<file path="config.mk">
export PLATFORM = sky130hd
export DESIGN_NAME = std_mem_d1_copy
export DESIGN_NICKNAME = d
export VERILOG_FILES = /design/src/rtl/std_mem_d1_copy.sv
export SDC_FILE = /design/constraint.sdc
export NUM_CORES = 1
export LEC_CHECK = 0
export BUFFER_PORTS_ARGS = -buffer_cell sky130_fd_sc_hd__buf_2
export CORE_ASPECT_RATIO = 1.1
export CORE_MARGIN = 3
export CORE_UTILIZATION = 55
export CTS_BUF_LIST = sky130_fd_sc_hd__clkbuf_8
export DETAILED_ROUTE_END_ITERATION = 8
export GPL_TIMING_DRIVEN = 0
export HOLD_SLACK_MARGIN = 0.03
export PLACE_DENSITY = 0.87
export SYNTH_ARGS = -nofsm -noshare
export SYNTH_HDL_FRONTEND = slang
export SYNTH_SLANG_ARGS = --single-unit
</file>
<file path="constraint.sdc">
create_clock -name clk -period 2.7 [get_ports clk]
set_input_delay 0.675 -clock clk [delete_from_list [all_inputs] [get_ports clk]]
set_output_delay 0.675 -clock clk [all_outputs]
set_load 0.05 [all_outputs]
</file>
<file path="src/rtl/std_mem_d1_copy.sv">
// Sequential copy engine: reads words from a source std_mem_d1 over its combinational
// read port and writes them to a destination std_mem_d1 using the write_en/done handshake.
module std_mem_d1_copy #(
    parameter int width    = 32,
    parameter int size     = 16,
    parameter int idx_size = 4
) (
    input  logic                clk,
    input  logic                reset,
    input  logic                go,
    input  logic [idx_size-1:0] src_base,
    input  logic [idx_size-1:0] dst_base,
    input  logic [idx_size:0]   len,
    output logic [idx_size-1:0] src_addr0,
    input  logic [width-1:0]    src_read_data,
    output logic [idx_size-1:0] dst_addr0,
    output logic [width-1:0]    dst_write_data,
    output logic                dst_write_en,
    input  logic                dst_done,
    output logic                busy,
    output logic                done
);

    typedef enum logic [2:0] {
        S_IDLE,
        S_READ,
        S_WRITE,
        S_WAIT,
        S_DONE
    } state_t;

    localparam logic [idx_size:0] one = {{idx_size{1'b0}}, 1'b1};

    state_t              state, state_next;
    logic [idx_size:0]   i, i_inc;
    logic [idx_size:0]   len_r;
    logic [idx_size-1:0] src_base_r, dst_base_r;
    logic [width-1:0]    data_r;

    // Memory depth is not checked; addresses simply wrap modulo 2^idx_size.
    logic size_unused;
    assign size_unused = (size > 0);

    assign i_inc = i + one;

    always_ff @(posedge clk) begin
        if (reset) begin
            state      <= S_IDLE;
            i          <= '0;
            data_r     <= '0;
            len_r      <= '0;
            src_base_r <= '0;
            dst_base_r <= '0;
        end else begin
            state <= state_next;
            case (state)
                S_IDLE: begin
                    if (go) begin
                        src_base_r <= src_base;
                        dst_base_r <= dst_base;
                        len_r      <= len;
                        i          <= '0;
                    end
                end
                S_READ: data_r <= src_read_data;
                S_WAIT: begin
                    if (dst_done) i <= i_inc;
                end
                default: ;
            endcase
        end
    end

    always_comb begin
        state_next     = state;
        src_addr0      = '0;
        dst_addr0      = '0;
        dst_write_data = '0;
        dst_write_en   = 1'b0;
        busy           = 1'b1;
        done           = 1'b0;
        case (state)
            S_IDLE: begin
                busy = 1'b0;
                if (go) state_next = (len == '0) ? S_DONE : S_READ;
            end
            S_READ: begin
                src_addr0  = src_base_r + i[idx_size-1:0];
                state_next = S_WRITE;
            end
            S_WRITE: begin
                dst_write_en   = 1'b1;
                dst_addr0      = dst_base_r + i[idx_size-1:0];
                dst_write_data = data_r;
                state_next     = S_WAIT;
            end
            S_WAIT: begin
                if (dst_done) state_next = (i_inc == len_r) ? S_DONE : S_READ;
            end
            S_DONE: begin
                done       = 1'b1;
                state_next = S_IDLE;
            end
            default: state_next = S_IDLE;
        endcase
    end

endmodule

</file>
==> flow_summary_export.csv, run 1 <==
group,metric,value,unit
run_status,run_status,"complete, no violations",
synthesis,postSynth.asyncResetShare,0,%
sta,min_period_over_period,95.79,%
sta,finalSetupTns,0,ns
synthesis,synth_edf_count,0,
floorplanning,core_area,4410,µm²
worst_hold_path,hold_depth,2,
setup_path,critPathMaxFanout,7,
synthesis,yosysUniqueCellTypes,39,
sta,finalSetupViolCount,0,
grt,grt_antenna_before_repair,0,
setup_path,worst_setup_path_end_kind,"output pin",
run,max_cap_viol_count,0,
finish,layout_common_cells,"sky130_fd_sc_hd__nand2_1, sky130_fd_sc_hd__buf_2, sky130_fd_sc_hd__a21oi_1, sky130_fd_sc_hd__dfxtp_1, sky130_fd_sc_hd__and3_1",
synthesis,yosysWarnings,0,
drt,routed_wirelength,6.759,mm
clock_tree,cts_buffers,5,
clock_tree,clock_transition_at_the_register_clock_pins_on_the_worst_setup_and_hold_paths_after_cts,0.09,ns
finish,filler_cell_count,366,
synthesis,synthesis.nets,395,
synthesis,synth.ff_latch_count,53,
grt,first_global_vias,2488,
clock_tree,worst_skew_pair.late_latency,0.31,ns
finish,final_core_utilization,72.62,%
synthesis,synth.yosys.seq_area_share,41.19,%
setup_path,critPathSlowestCell,"sky130_fd_sc_hd__dfxtp_2",
drt,drt_drc_violations_left,0,
grt,grt_overflow_total,0,
sta,final.setup_skew,0.006633,ns
floorplanning,die_w,71.26,µm
setup_path,reg2regPathDepth,6,
drt,detail-route-antenna-nets,0,
floorplanning,pin_count,92,
finish,area_growth_syn_to_layout,24.33,%
place,finalWeightedCongestion,0.8826,
setup_path,worstSetupStartpointType,"flop",
floorplanning,floorplan.die_area,5542,µm²
synthesis,syn-instance-count,337,
sta,final.min_clock_period,2.586,ns
setup_path,r2r_setup_slack,1.03,ns
clock_tree,cts_num_sinks,53,
finish,layout_cell_share_with_drive_strength_beyond_1,26.90,%
sta,final_critical_path_setup_slack,0.1136,ns
synthesis,primary_flip_flop_cell_chosen_by_synthesis_mapping,"sky130_fd_sc_hd__dfxtp_1",
sta,worst-slew-pin-transition,0.5047,ns
floorplanning,effective_utilization_at_floorplan,58.41,%
clock_tree,cts_tree,"done",
place,place_ws,0.3380,ns
drt,routed_via_density,5.431,
clock_tree,clockRootBuffer,"sky130_fd_sc_hd__clkbuf_8",
sta,unrepaired_setup_endpoints_after_global_routing,"false",
place,port_buffers,90,
drt,via_count,2656,
setup_path,critPathMaxStageDelay,0.43,ns
floorplanning,fp.dieH,77.78,µm
setup_path,timing.critical_path.cells,"ha_1 > inv_1 > fa_1 > xor2_1 > nor2_1 > buf_2",
place,dp_cells,481,
sta,max_slew_margin,66.35,%
setup_path,cp.required,2.03,ns
clock_tree,clock_tree.htree_level_count,2,
finish,finish.cell_count_without_fillers,489,
grt,grt_first_pass_wirelength,11.25,mm
setup_path,arrival,1.91,ns
floorplanning,fp-row-count,25,
drt,drt_pre_antenna_iters,4,
pwr,ir_drop,0.0003956,V
sta,max_clock_freq,386.6,MHz
grt,grt_max_degree,17,
synthesis,syn-mean-instance-area,7.645,µm²
grt,global_route.usage.total,24.99,%
finish,mostFrequentLayoutCell,"sky130_fd_sc_hd__nand2_1",
drt,drt_iter0_drc,135,
sta,final_max_slew_viol_count,0,
pwr,cellPowerDensity,516.2,nW/µm²
worst_hold_path,worstHoldPathType,"flop to flop",
clock_tree,cts.path.max_buffers,2,
finish,finalNetCount,492,
pwr,total_leakage_power,1.578,nW
finish,num_antenna_cells,0,
sta,timing.final.hold_violations,0,
setup_path,timing.setup.critical_path_class,"flop to output pin",
drt,routed_length_per_instance,13.82,µm
synthesis,mappedNetlistArea,2576,µm²
place,detailed_place_hpwl,5.121,mm
==> cell families after synthesis <==
kind of cell	after synthesis	synth area share, %
buffers and inverters	32	5.488
AOI/OAI and AO/OA	66	13.74
DFF	53	41.19
and+or+nand+nor	166	30.89
xor gates and xnor gates	11	3.740
adders and majority gates	9	4.954
==> stage by stage <==
step / area [µm²] / power (W) / hold WS, ns
5_1_grt: 3203 / 0.001739 / 0.4692
2_1_floorplan: 2576 / 0.001117 / 0.4319
4_1_cts: 3183 / 0.001659 / 0.4576
6_report: 3203 / 0.001653 / 0.4581
3_3_place_gp: 3094 / 0.001217 / 0.4387
3_5_place_dp: 3094 / 0.001229 / 0.4440
==> state kept, by name, indices dropped and copies added (netlist names) <==
name,cells
i,5
src_base_r,4
state,3
dst_base_r,4
len_r,5
data_r,32
==> area by class of cell <==
cell class	count	area [µm²]	share of cell area [%]
Timing Repair Buffer	90	457.9	14.30
Buffer	24	115.1	3.594
Inverter	8	30.03	0.9375
Clock buffer	5	68.82	2.148
Tap cell	54	67.56	2.109
Sequential cell	53	1064	33.20
Multi-Input combinational cell	252	1383	43.16
Clock inverter	3	17.52	0.5469
==> Yosys cell counts, types with 2 or more instances <==
library cell,number,area (µm²)
sky130_fd_sc_hd__xnor2_1,7,61.31
sky130_fd_sc_hd__and2_1,2,12.51
sky130_fd_sc_hd__a31oi_1,3,18.77
sky130_fd_sc_hd__nand2_1,95,356.6
sky130_fd_sc_hd__fa_1,2,40.04
sky130_fd_sc_hd__o31ai_1,2,15.01
sky130_fd_sc_hd__inv_1,7,26.28
sky130_fd_sc_hd__nand3_1,2,10.01
sky130_fd_sc_hd__nor2b_1,2,12.51
sky130_fd_sc_hd__nor3_1,3,15.01
sky130_fd_sc_hd__buf_4,2,15.01
sky130_fd_sc_hd__o21ai_1,2,10.01
sky130_fd_sc_hd__dfxtp_1,53,1061
sky130_fd_sc_hd__o21ai_0,2,10.01
sky130_fd_sc_hd__clkbuf_1,16,60.06
sky130_fd_sc_hd__buf_2,5,25.02
sky130_fd_sc_hd__xor2_1,4,35.03
sky130_fd_sc_hd__or3_1,2,12.51
sky130_fd_sc_hd__and3_1,35,219.0
sky130_fd_sc_hd__a21oi_1,51,255.2
sky130_fd_sc_hd__a21o_1,2,15.01
sky130_fd_sc_hd__nor2_1,14,52.55
sky130_fd_sc_hd__ha_1,7,87.58
sky130_fd_sc_hd__nor3b_1,2,15.01
==> final timing paths <==
kind | to | startpoint
worst min register to register | data_r[13] | data_r[13]
worst max-delay path | dst_addr0[2] | i[0]
worst min-delay path | data_r[13] | data_r[13]
worst max register to register | state[2] | i[0]
==> worst max-delay path: cells and delay by family (launching register included) <==
| kind | cells | cell delay, ns |
|---|---|---|
| buffers and inverters | 2 | 0.34 |
| adders and majority gates | 2 | 0.58 |
| DFF | 1 | 0.43 |
| and+or+nand+nor | 1 | 0.10 |
| xor gates and xnor gates | 1 | 0.15 |
==> repair_timing <==
action	4_1_cts	5_1_grt
setup endpoints to repair	3	34
hold buffers	0	0
gates resized for setup	2	9
setup buffers	0	0
hold endpoints to repair	0	0
==> where the power goes <==
group | internal [W] | switching [W] | total, W
clock | 0.000179 | 0.000254 | 0.000434
combinational | 0.000120 | 0.000236 | 0.000356
sequential | 0.000833 | 0.0000303 | 0.000863
total | 0.00113 | 0.000521 | 0.00165
==> routing by layer <==
| metal | global-route usage [%] | share of wire, % | up-vias |
|---|---|---|---|
| met1 | 31.42 | 41 | 1222 |
| met3 | 3.886 | 7.1 | 16 |
| li1 | - | - | 1313 |
| met4 | 10.34 | 2.4 | 0 |
| met5 | 0 | 0 | - |
| met2 | 42.10 | 50 | 105 |
Note: power is estimated with default switching activity, not from simulation.
==> run 2: changes to the inputs <==
Settings changed: MAX_ROUTING_LAYER set to met4.
==> flow_summary_export.csv, run 2 (same netlist as run 1, synthesis figures left out) <==
group,metric,value,unit
run_status,run_status,"complete, no violations",
sta,max_clock_freq,386.0,MHz
setup_path,timing.critical_path.cells,"ha_1 > inv_1 > fa_1 > xor2_1 > nor2_1 > buf_2",
drt,drt_drc_violations_left,0,
pwr,cellPowerDensity,516.9,nW/µm²
drt,drt_pre_antenna_iters,4,
setup_path,critPathMaxStageDelay,0.43,ns
finish,area_growth_syn_to_layout,24.38,%
drt,via_count,2622,
pwr,switching_share,31.61,%
setup_path,reg2regPathDepth,6,
setup_path,worstSetupEndpoint,"dst_addr0[2]",
clock_tree,clockRootBuffer,"sky130_fd_sc_hd__clkbuf_8",
drt,drt_iter0_drc,152,
setup_path,r2r_setup_slack,1.04,ns
clock_tree,cts.repair_timing.setup_buffer_count,0,
run,max_cap_viol_count,0,
sta,min_period_over_period,95.96,%
pwr,clkPwrFrac,26.3,%
finish,mostFrequentLayoutCell,"sky130_fd_sc_hd__nand2_1",
clock_tree,cts_num_sinks,53,
finish,post_route_cell_area,3204,µm²
setup_path,worst_setup_path_end_kind,"output pin",
setup_path,critPathMaxFanout,7,
finish,finalNetCount,492,
clock_tree,cts_buffers,5,
floorplanning,core_area,4410,µm²
setup_path,arrival,1.92,ns
setup_path,crit_path_start,"i[0]",
sta,unrepaired_setup_endpoints_after_global_routing,"false",
setup_path,cp_top_family,"adder cells",
drt,routed_via_density,5.362,
floorplanning,effective_utilization_at_floorplan,58.41,%
clock_tree,postCtsHoldBufs,0,
floorplanning,floorplan.die_area,5542,µm²
grt,grt_first_pass_wirelength,11.27,mm
setup_path,cp.required,2.03,ns
sta,max_slew_margin,66.76,%
sta,final_max_slew_viol_count,0,
pwr,power_report.internal_total,0.001133,W
clock_tree,worst_skew_pair.late_latency,0.31,ns
floorplanning,pin_count,92,
setup_path,worst_flop_to_flop_path_startpoint,"i[0]",
setup_path,critPathSlowestCell,"sky130_fd_sc_hd__dfxtp_2",
finish,layout_common_cells,"sky130_fd_sc_hd__nand2_1, sky130_fd_sc_hd__buf_2, sky130_fd_sc_hd__a21oi_1, sky130_fd_sc_hd__dfxtp_1, sky130_fd_sc_hd__and3_1",
pwr,netSwitchingPower,0.0005235,W
grt,global_route.usage.total,25.79,%
sta,final.min_clock_period,2.591,ns
setup_path,timing.critical_path.depth,6,
pwr,ir_drop,0.0003951,V
grt,grt_overflow_total,0,
floorplanning,die_w,71.26,µm
grt,grt_antenna_before_repair,0,
setup_path,worstSetupStartpointType,"flop",
setup_path,reg2reg_to,"state[2]",
clock_tree,clock_tree.htree_level_count,2,
place,port_buffers,90,
finish,finish.cell_count_without_fillers,489,
sta,finalSetupViolCount,0,
floorplanning,fp-row-count,25,
grt,first_global_vias,2497,
finish,layout_cell_share_with_drive_strength_beyond_1,27.13,%
drt,detail-route-antenna-nets,0,
place,detailed_place_hpwl,5.121,mm
sta,timing.final.hold_violations,0,
place,finalWeightedCongestion,0.8973,
pwr,part_of_the_power_in_combinational_logic,21.6,%
pwr,pwr-share-seq,52.1,%
clock_tree,cts_tree,"done",
grt,grt_max_degree,17,
worst_hold_path,worstHoldPathType,"flop to flop",
place,dp_cells,481,
place,dpl_cell_area,3094,µm²
finish,num_antenna_cells,0,
sta,final.setup_skew,0.008448,ns
finish,regMostFlops,"data_r",
sta,worst-slew-pin-transition,0.4986,ns
sta,worst_hold_slack,0.4577,ns
floorplanning,fp.dieH,77.78,µm
pwr,total_leakage_power,1.582,nW
worst_hold_path,hold_depth,2,
clock_tree,cts.path.max_buffers,2,
setup_path,timing.setup.critical_path_class,"flop to output pin",
drt,routed_length_per_instance,13.79,µm
drt,routed_wirelength,6.743,mm
setup_path,cp.buffers_inverters,2,
sta,finalSetupTns,0,ns
clock_tree,clock_transition_at_the_register_clock_pins_on_the_worst_setup_and_hold_paths_after_cts,0.09,ns
finish,largest_registers,"data_r: 32 flops, i: 5 flops, len_r: 5 flops",
finish,largest_reg_flops,32,
-- run 2: how the worst min path moves through the flow --
stage | end | start
after floorplan | data_r[10] | data_r[10]
after detailed placement | data_r[20] | data_r[20]
after global routing | data_r[7] | data_r[7]
after CTS | data_r[1] | data_r[1]
after global placement | data_r[17] | data_r[17]
final | data_r[13] | data_r[13]
-- run 2: area by class of cell --
| type | instances | area [µm²] |
|---|---|---|
| inverters | 8 | 30.03 |
| clock inverters | 3 | 17.52 |
| flip-flops and latches | 53 | 1064 |
| multi-input cells | 252 | 1383 |
| plain buffers | 24 | 116.4 |
| clock buffers | 5 | 68.82 |
| repair buffers | 90 | 457.9 |
| fillers | 367 | 1206 |
| well taps | 54 | 67.56 |
-- run 2: repair_timing --
action / in CTS / in global routing
cloned: 0 / 0
gates resized for setup: 2 / 11
endpoints found under the setup margin: 3 / 34
-- run 2: worst register-to-register path: cells and delay by family (launching register included) --
family | cells | cell delay [ns]
DFF | 1 | 0.38
adders and majority gates | 1 | 0.28
AOI/OAI and AO/OA | 2 | 0.31
and+or+nand+nor | 3 | 0.59
-- run 2: metrics by stage --
stage	util [%]	total power (W)	setup WS [ns]
2_1_floorplan	-	0.001117	0.1995
3_3_place_gp	70.16	0.001217	0.3610
3_5_place_dp	70.16	0.001229	0.3380
4_1_cts	72.17	0.001659	0.06933
5_1_grt	72.65	0.001742	0.003108
6_report	72.65	0.001656	0.1091
-- run 2: power groups by stage --
stage	Sequential, W	Clock (W)	Combinational, W
6_report	0.000863	0.000436	0.000357
5_1_grt	0.000869	0.000475	0.000398
4_1_cts	0.000862	0.000445	0.000352
3_5_place_dp	0.000880	0	0.000349
3_3_place_gp	0.000877	0	0.000340
2_1_floorplan	0.000872	0	0.000245
-- run 2: metal layers --
| layer | part of all wire (%) | up-vias | track usage, % |
|---|---|---|---|
| met5 | 0 | - | - |
| met4 | 2.7 | 0 | 10.34 |
| met3 | 7.2 | 17 | 4.275 |
| met2 | 49 | 100 | 41.82 |
| met1 | 41 | 1192 | 31.74 |
| li1 | - | 1313 | - |
==> run 3: changes to the inputs <==
Settings changed: PLACE_DENSITY 0.87 to 0.95.
==> flow_summary_export.csv, run 3 (same netlist as run 1, synthesis figures left out) <==
group,metric,value,unit
run_status,run_status,"complete, no violations",
clock_tree,cts_tree,"done",
sta,max_clock_freq,384.5,MHz
drt,routed_wirelength,6.499,mm
sta,finalSetupTns,0,ns
setup_path,worst_flop_to_flop_path_startpoint,"i[1]",
grt,grt_max_degree,17,
place,finalWeightedCongestion,0.8669,
run,max_cap_viol_count,0,
finish,mostFrequentLayoutCell,"sky130_fd_sc_hd__nand2_1",
sta,unrepaired_setup_endpoints_after_global_routing,"false",
finish,regMostFlops,"data_r",
grt,grt_antenna_before_repair,0,
finish,finalNetCount,492,
drt,via_count,2629,
setup_path,reg2reg_to,"state[2]",
setup_path,timing.critical_path.cells,"buf_6 > or3b_1 > clkbuf_1 > buf_2 > nor2_1 > clkbuf_4",
pwr,fin_total_pwr,0.001655,W
drt,routed_length_per_instance,13.29,µm
pwr,total_leakage_power,1.582,nW
floorplanning,fp-row-count,25,
pwr,ir_drop,0.0003487,V
clock_tree,clock_tree.htree_level_count,2,
place,dp_cells,481,
grt,first_global_vias,2550,
floorplanning,floorplan.die_area,5542,µm²
finish,layout_common_cells,"sky130_fd_sc_hd__nand2_1, sky130_fd_sc_hd__buf_2, sky130_fd_sc_hd__dfxtp_1, sky130_fd_sc_hd__a21oi_1, sky130_fd_sc_hd__and3_1",
setup_path,worstSetupEndpoint,"src_addr0[3]",
clock_tree,cts_num_sinks,53,
grt,grt_first_pass_wirelength,11.07,mm
finish,multiInputGateArea,1376,µm²
finish,largest_reg_flops,32,
sta,final_max_slew_viol_count,0,
setup_path,timing.setup.critical_path_class,"flop to output pin",
drt,drt_iter0_drc,178,
setup_path,r2r_setup_slack,1.00,ns
finish,filler_cell_count,326,
sta,worst-slew-pin-transition,0.5071,ns
place,port_buffers,90,
setup_path,worst_setup_path_end_kind,"output pin",
drt,routed_via_density,5.376,
floorplanning,pin_count,92,
sta,timing.final.hold_violations,0,
setup_path,crit_path_start,"state[0]",
drt,detail-route-antenna-nets,0,
grt,grt_overflow_total,0,
sta,min_period_over_period,96.32,%
pwr,cellPowerDensity,518.3,nW/µm²
sta,final.setup_skew,0.002285,ns
setup_path,worstSetupStartpointType,"flop",
floorplanning,fp.dieH,77.78,µm
worst_hold_path,worstHoldPathType,"flop to flop",
clock_tree,clock_transition_at_the_register_clock_pins_on_the_worst_setup_and_hold_paths_after_cts,0.09,ns
finish,area_growth_syn_to_layout,23.94,%
finish,finish.cell_count_without_fillers,489,
sta,finalSetupViolCount,0,
setup_path,cp.required,2.03,ns
finish,largest_registers,"data_r: 32 flops, i: 5 flops, len_r: 5 flops",
grt,global_route.usage.total,25.12,%
sta,worst_hold_slack,0.4532,ns
drt,drt_drc_violations_left,0,
setup_path,arrival,1.93,ns
finish,seqCellArea,1062,µm²
clock_tree,clockRootBuffer,"sky130_fd_sc_hd__clkbuf_8",
clock_tree,cts.path.max_buffers,2,
sta,max_slew_margin,66.20,%
floorplanning,die_w,71.26,µm
setup_path,reg2regPathDepth,6,
finish,num_antenna_cells,0,
floorplanning,effective_utilization_at_floorplan,58.41,%
setup_path,critPathMaxStageDelay,0.34,ns
sta,final.min_clock_period,2.601,ns
setup_path,critPathMaxFanout,10,
setup_path,critPathSlowestCell,"sky130_fd_sc_hd__or3b_1",
finish,layout_cell_share_with_drive_strength_beyond_1,26.44,%
clock_tree,cts_buffers,5,
floorplanning,core_area,4410,µm²
place,detailed_place_hpwl,4.883,mm
clock_tree,worst_skew_pair.late_latency,0.31,ns
drt,drt_pre_antenna_iters,5,
==> run 3: per-layer routing <==
layer	GRT usage [%]	vias to the layer above	share of wire, %
li1	-	1317	-
met1	28.41	1200	40
met2	44.21	100	52
met3	4.534	12	6.3
met4	8.271	0	1.6
met5	-	-	0
==> run 3: how the worst min path moves through the flow <==
stage	end	startpoint	slack, ns	cells after the start
after floorplan	data_r[10]	data_r[10]	0.43	2
after global placement	data_r[13]	data_r[13]	0.44	2
after detailed placement	data_r[17]	data_r[17]	0.44	2
after CTS	data_r[6]	data_r[6]	0.46	2
after global routing	data_r[24]	data_r[24]	0.47	2
final	data_r[6]	data_r[6]	0.45	2
==> run 3: repair_timing <==
action | CTS | global route
hold endpoints to repair | 0 | 0
endpoints found under the setup margin | 0 | 35
gates resized for setup | 0 | 7
buffers inserted | 0 | 0
hold buffers | 0 | 0
==> run 3: worst max-delay path: cells and delay by family (launching register included) <==
family | cells | cell delay (ns)
buffers and inverters | 4 | 0.82
and+or+nand+nor | 2 | 0.47
DFF | 1 | 0.33
==> run 3: stage by stage <==
step	worst slack, ns	cell area [µm²]	utilization (%)
after floorplan	0.1995	2576	-
after global placement	0.3988	3094	70.16
after detailed placement	0.3696	3094	70.16
after CTS	0.02256	3181	72.11
after global routing	0.01054	3193	72.40
final	0.09931	3193	72.40
==> run 3: where the power goes <==
group	total (W)	switching (W)	leakage, nW	internal (W)
combinational	0.000352	0.000235	1.10	0.000118
clock	0.000442	0.000260	0.0497	0.000182
sequential	0.000861	0.0000278	0.433	0.000833
total	0.00166	0.000523	1.58	0.00113
==> run 3: layout make-up <==
| cell class | count | share of cell area (%) |
|---|---|---|
| clock inverter | 3 | 0.5486 |
| tap | 54 | 2.116 |
| sequential | 53 | 33.27 |
| inverter | 8 | 0.9404 |
| multi-input combinational | 252 | 43.10 |
| buffer | 24 | 3.527 |
| timing repair buffer | 90 | 14.34 |
| clock buffer | 5 | 2.155 |
